`src/rtl/rv32i_pkg.sv`:
```
// Shared RV32I constants: opcodes used by the pipeline controller and the
// controller state encoding.
package rv32i_pkg;

    localparam logic [6:0] OP_LUI    = 7'b0110111;
    localparam logic [6:0] OP_AUIPC  = 7'b0010111;
    localparam logic [6:0] OP_JAL    = 7'b1101111;
    localparam logic [6:0] OP_JALR   = 7'b1100111;
    localparam logic [6:0] OP_BRANCH = 7'b1100011;
    localparam logic [6:0] OP_LOAD   = 7'b0000011;
    localparam logic [6:0] OP_STORE  = 7'b0100011;
    localparam logic [6:0] OP_OPIMM  = 7'b0010011;
    localparam logic [6:0] OP_OP     = 7'b0110011;
    localparam logic [6:0] OP_SYSTEM = 7'b1110011;

    // Number of pipe_en cycles needed to flush the SYSTEM instruction out
    localparam int DRAIN_CYCLES = 3;

    typedef enum logic [1:0] {
        ST_INIT   = 2'd0,
        ST_RUN    = 2'd1,
        ST_DRAIN  = 2'd2,
        ST_HALTED = 2'd3
    } state_t;

endpackage

```
`src/rtl/hazard_detect.sv`:
```
// Load-use hazard detector: decodes which source registers the ID
// instruction actually reads and compares them with a load in EX.
module hazard_detect
    import rv32i_pkg::*;
(
    input  logic [6:0] id_opcode,
    input  logic [4:0] id_rs1,
    input  logic [4:0] id_rs2,
    input  logic [4:0] ex_rd,
    input  logic       ex_mem_read,
    output logic       load_use
);

    logic rs1_use;
    logic rs2_use;

    // rs-use decode and compare; x0 is never a real dependency
    always_comb begin
        rs1_use  = !(id_opcode inside {OP_LUI, OP_AUIPC, OP_JAL});
        rs2_use  = id_opcode inside {OP_OP, OP_STORE, OP_BRANCH};
        load_use = ex_mem_read && (ex_rd != 5'd0) &&
                   ((rs1_use && (ex_rd == id_rs1)) ||
                    (rs2_use && (ex_rd == id_rs2)));
    end

endmodule

```
`src/rtl/pipeline_ctrl.sv`:
```
// Five-stage pipeline controller: generates PC / pipeline-register enables,
// flush and bubble controls, counts load-use stalls and halts after a
// SYSTEM instruction has drained out of the pipeline.
module pipeline_ctrl
    import rv32i_pkg::*;
(
    input  logic        clk,
    input  logic        rst,
    input  logic [6:0]  id_opcode,
    input  logic [4:0]  id_rs1,
    input  logic [4:0]  id_rs2,
    input  logic [4:0]  ex_rd,
    input  logic        ex_mem_read,
    input  logic        ex_branch_taken,
    input  logic        imem_valid,
    input  logic        dmem_busy,
    output logic        pc_we,
    output logic        if_id_we,
    output logic        if_id_flush,
    output logic        id_ex_bubble,
    output logic        pipe_en,
    output logic        halted,
    output logic [15:0] stall_cnt
);

    state_t     state, state_next;
    logic [1:0] drain_cnt, drain_cnt_next;
    logic       load_use;
    logic       stall_inc;

    function automatic logic [15:0] sat_inc(input logic [15:0] v);
        return (v == 16'hFFFF) ? v : v + 16'd1;
    endfunction

    hazard_detect u_hazard (
        .id_opcode   (id_opcode),
        .id_rs1      (id_rs1),
        .id_rs2      (id_rs2),
        .ex_rd       (ex_rd),
        .ex_mem_read (ex_mem_read),
        .load_use    (load_use)
    );

    // Next-state and enable decode; rst forces every enable low
    always_comb begin
        state_next     = state;
        drain_cnt_next = drain_cnt;
        stall_inc      = 1'b0;
        pc_we          = 1'b0;
        if_id_we       = 1'b0;
        if_id_flush    = 1'b0;
        id_ex_bubble   = 1'b0;
        pipe_en        = 1'b0;
        case (state)
            ST_INIT: state_next = ST_RUN;
            ST_RUN: begin
                if (dmem_busy) begin
                    // whole pipeline holds
                end else if (ex_branch_taken) begin
                    pc_we        = 1'b1;
                    if_id_we     = 1'b1;
                    if_id_flush  = 1'b1;
                    id_ex_bubble = 1'b1;
                    pipe_en      = 1'b1;
                end else if (id_opcode == OP_SYSTEM) begin
                    // let the SYSTEM instruction advance, stop fetching
                    pipe_en        = 1'b1;
                    state_next     = ST_DRAIN;
                    drain_cnt_next = 2'd0;
                end else if (load_use) begin
                    id_ex_bubble = 1'b1;
                    pipe_en      = 1'b1;
                    stall_inc    = 1'b1;
                end else if (!imem_valid) begin
                    if_id_we    = 1'b1;
                    if_id_flush = 1'b1;
                    pipe_en     = 1'b1;
                end else begin
                    pc_we    = 1'b1;
                    if_id_we = 1'b1;
                    pipe_en  = 1'b1;
                end
            end
            ST_DRAIN: begin
                // IF/ID is frozen, so feed NOPs behind the draining instruction
                if (!dmem_busy) begin
                    pipe_en      = 1'b1;
                    id_ex_bubble = 1'b1;
                    if (drain_cnt == 2'(DRAIN_CYCLES - 1)) begin
                        state_next     = ST_HALTED;
                        drain_cnt_next = 2'd0;
                    end else begin
                        drain_cnt_next = drain_cnt + 2'd1;
                    end
                end
            end
            ST_HALTED: state_next = ST_HALTED;
            default:   state_next = ST_INIT;
        endcase
        if (rst) begin
            pc_we        = 1'b0;
            if_id_we     = 1'b0;
            if_id_flush  = 1'b0;
            id_ex_bubble = 1'b0;
            pipe_en      = 1'b0;
        end
    end

    // State, drain counter, stall counter and halted flag registers
    always_ff @(posedge clk) begin
        if (rst) begin
            state     <= ST_INIT;
            drain_cnt <= 2'd0;
            stall_cnt <= 16'd0;
            halted    <= 1'b0;
        end else begin
            state     <= state_next;
            drain_cnt <= drain_cnt_next;
            halted    <= (state_next == ST_HALTED);
            if (stall_inc)
                stall_cnt <= sat_inc(stall_cnt);
        end
    end

endmodule

```
`config.mk`:
```
export PLATFORM = sky130hd
export DESIGN_NAME = pipeline_ctrl
export DESIGN_NICKNAME = d
export VERILOG_FILES = /design/src/rtl/rv32i_pkg.sv /design/src/rtl/hazard_detect.sv /design/src/rtl/pipeline_ctrl.sv
export SDC_FILE = /design/constraint.sdc
export NUM_CORES = 1
export LEC_CHECK = 0
export ABC_AREA = 1
export CORE_MARGIN = 10
export CORE_UTILIZATION = 45
export DETAILED_ROUTE_END_ITERATION = 8
export PLACE_DENSITY = 0.76
export SETUP_SLACK_MARGIN = 0.05
export SYNTH_ARGS = -nofsm -noshare
export SYNTH_HDL_FRONTEND = slang
export SYNTH_SLANG_ARGS = --single-unit
export TNS_END_PERCENT = 5
```
`constraint.sdc`:
```
create_clock -name clk -period 3.4 [get_ports clk]
set_input_delay 1.02 -clock clk [delete_from_list [all_inputs] [get_ports clk]]
set_output_delay 1.02 -clock clk [all_outputs]
set_load 0.1 [all_outputs]
```
==> results by group <==
Floorplan
  • Initial Utilization: 46.81%
  • Num ports: 50
  • Number of placement rows: 22
  • Area of the die: approximately 0.0067 mm^2
  • Horizontal die dimension: 81.95 um
  • Die Height: 81.95 um
  • Core area: about 0.0037 mm^2

Layout
  • Number of fill cells in the layout: 361
  • Share of post-route cells with drive strength above 1: 30.75%
  • Syn-to-layout area delta: 35.07%
  • Fin util: 63.23%
  • Final Cell Area: approximately 0.0023 mm^2
  • Post-layout net count: 356
  • Final antenna diode count: 0

Logic synthesis
  • Most used standard cell by instance count after synthesis: nand2_1
  • Cell type contributing the most total cell area after synthesis: dfxtp_1
  • Number of synthesized flops with an enable pin: 0
  • Main area contributors after synthesis: dfxtp_1 24%, nand2_1 13%, inv_1 8.0%, nand3_2 7.5%, xor2_1 6.1%
  • Synthesized net count: 299
  • Most instantiated cells after synthesis: 59 x nand2_1, 37 x inv_1, 26 x nor2_1
  • Share of flip-flops with an asynchronous set or reset: 0%
  • Top cell type's share of synthesized area: 24.35%
  • Share of synthesized area occupied by flip-flops and latches: between 20% and 30%
  • Total of warnings raised by yosys: 0
  • Number of different library cells in the post-synthesis netlist: 29
  • Netlist Area Pre-Place: 0.001727 mm^2
  • Synthesized netlist cell count: 266
  • Synth Area per Inst: 6.491 um^2
  • Seq cells post-synth: 21
  • Leading register cell type out of synthesis: dfxtp_1

Clock network
  • Maximum clock insertion buffer count: 2
  • Cts-stage hold buffer count: 0
  • H-tree levels: 1
  • Worst-skew pair later-pin latency: around 0.27 ns
  • Number of buffers created by CTS: 3
  • Worst-path clk slew: 0.08 ns
  • TritonCTS clock tree: yes
  • Sink count of the clock tree: 21
  • Clock root cell: clkbuf_8

GRT
  • Antenna violations before repair: 0
  • Gr ovfl total: 0
  • First-pass GRT wire length: 7.797 mm
  • Pin count of the biggest net entering global routing: 19
  • Number of global-route vias before repair: around 1,800
  • Gr usage total: 14.15%

Critical path
  • Maximum fanout encountered on the critical timing path: 4
  • Setup crit start kind: primary input
  • Type of destination of the critical path: output port
  • Arrival @ worst endpoint: 2.23 ns
  • Required time worst endpoint: about 2.4 ns
  • Startpoint of the lowest-slack register-to-register path: stall_cnt[0]
  • Source of the critical timing path: ex_branch_taken
  • Type of the worst setup path: primary input to output port

Timing
  • Peak Freq: 0.3079 GHz
  • Setup slack of the critical path after layout: 0.1520 ns
  • Worst Clk Skew: 0.006965 ns
  • Pins Over Slew Limit: 0
  • Setup repair after global routing missed its margin: false
  • Time the worst path needs with I/O delays and setup: around 3.2 ns
  • Portion of the clock cycle consumed by the worst path in the final layout: 95.53%
  • Final setup violation count: 0
  • Final hold vios: 0
  • Rel. slew slack: 56.76%
  • Slew at the pin closest to its max-slew limit: 0.6470 ns

Routing
  • Number of DRC markers after the initial detailed-route iteration: 132
  • Remaining antenna violation count after routing: 0
  • Post-route DRC violation count: 0
  • Detail-routed net length per standard cell: 12.65 um
  • Via total after detailed routing: 1,862
  • Final Routed Wirelength: ~4.7 mm
  • Sum of met2 wire segment lengths after detailed routing: approximately 2.3 mm
  • Wire length on met3: 389 um
  • Drt first pass iters: 4
  • Detailed-route wire length on metal 1: 1.896 mm
  • Uppermost layer routed: met4
  • Routed via count divided by cell count: 5.032

Job
  • Max-capacitance violation count: 0

Pwr
  • Largest voltage drop on the vdd net: 0.0001182 V
  • Leakage: 1.044 nW
  • Power per Cell Area: 225.8 mW/mm^2

Run status
  • Result of the run: finished, final reports clean

Place
  • Worst-case setup slack after placement: -0.2511 ns
  • IO Port Bufs: 49
  • Final HPWL from detailed placement: 3.740 mm
  • Final RePlAce weighted congestion: 0.8657
  • Placed Area: 0.002336 mm^2

Min path
  • Class of the tightest hold or removal check: flop to flop
  • Start point of the worst hold path: drain_cnt[1]
[through the flow]
step,TNS [ns],power [mW],instances,hold WS (ns)
6_report,0,0.5266,370,0.5137
5_1_grt,0,0.5520,370,0.5434
4_1_cts,0,0.5273,370,0.5131
3_5_place_dp,-0.8890,0.3696,365,0.5012
3_3_place_gp,-0.6337,0.3680,365,0.4902
2_1_floorplan,-0.4022,0.3117,266,0.4663
[cell usage in the layout, fill, tap and decap left out, types with 13 or more instances in the layout]
cell      instances
o21ai_1          14
buf_4            27
a21oi_1          14
nand3_1          18
nand2_1          55
nand3_2          13
nor2_1           23
clkbuf_2         20
inv_1            35
dfxtp_1          21
[sequential cells by signal, summed over array words and instances, names as in the netlist]
register / flops
stall_cnt: 16
drain_cnt: 2
halted: 1
state: 2
[area by class of cell]
type,count,area [um^2],area share [%]
Sequential cell,21,420.4,18.03
Inverter,44,165.2,7.082
Clock buffer,3,41.29,1.770
Multi-Input combinational cell,195,1176,50.43
Clock inverter,1,5.005,0.2146
Timing Repair Buffer,58,464.2,19.90
Tap cell,48,60.06,2.575
[cell families after synthesis]
| group | Yosys count | share of synthesized area [%] |
|---|---|---|
| AND/OR/NAND/NOR | 135 | 40.07 |
| buffers and inverters | 50 | 12.17 |
| AO/OA/AOI/OAI | 40 | 12.17 |
| flip-flops | 21 | 24.35 |
| XOR/XNOR | 15 | 7.609 |
| adder cells (fa/ha/maj) | 5 | 3.623 |
[routing by layer]
layer | track usage (%) | up-vias
met5 | 0 | -
met4 | 4.252 | 0
met3 | 4.367 | 7
met2 | 24.45 | 56
met1 | 16.32 | 834
li1 | - | 965
[what timing repair did]
item,CTS,global route
resized for setup,28,52
buffers inserted,1,0
endpoints found under the setup margin,4,4
pin swaps,13,24
endpoints found under the hold margin,0,0
[worst max-delay path, cell delays in order]
cell             delay, ns
clkdlybuf4s50_1       0.52
inv_1                 0.14
nand2_1               0.11
nand2_2               0.11
a21oi_4               0.15
buf_12                0.19
[where the power goes]
group | internal [mW] | switching [mW] | total (mW)
clock network | 0.0818 | 0.0876 | 0.169
logic | 0.0450 | 0.0619 | 0.107
registers | 0.248 | 0.00219 | 0.250
[final timing paths]
check                  to  slack, ns  cells after the start
max           if_id_flush       0.15                      6
min          drain_cnt[1]       0.51                      2
min reg2reg  drain_cnt[1]       0.51                      2
max reg2reg  stall_cnt[2]       1.23                      8
Power figures use the tool's default switching activity.
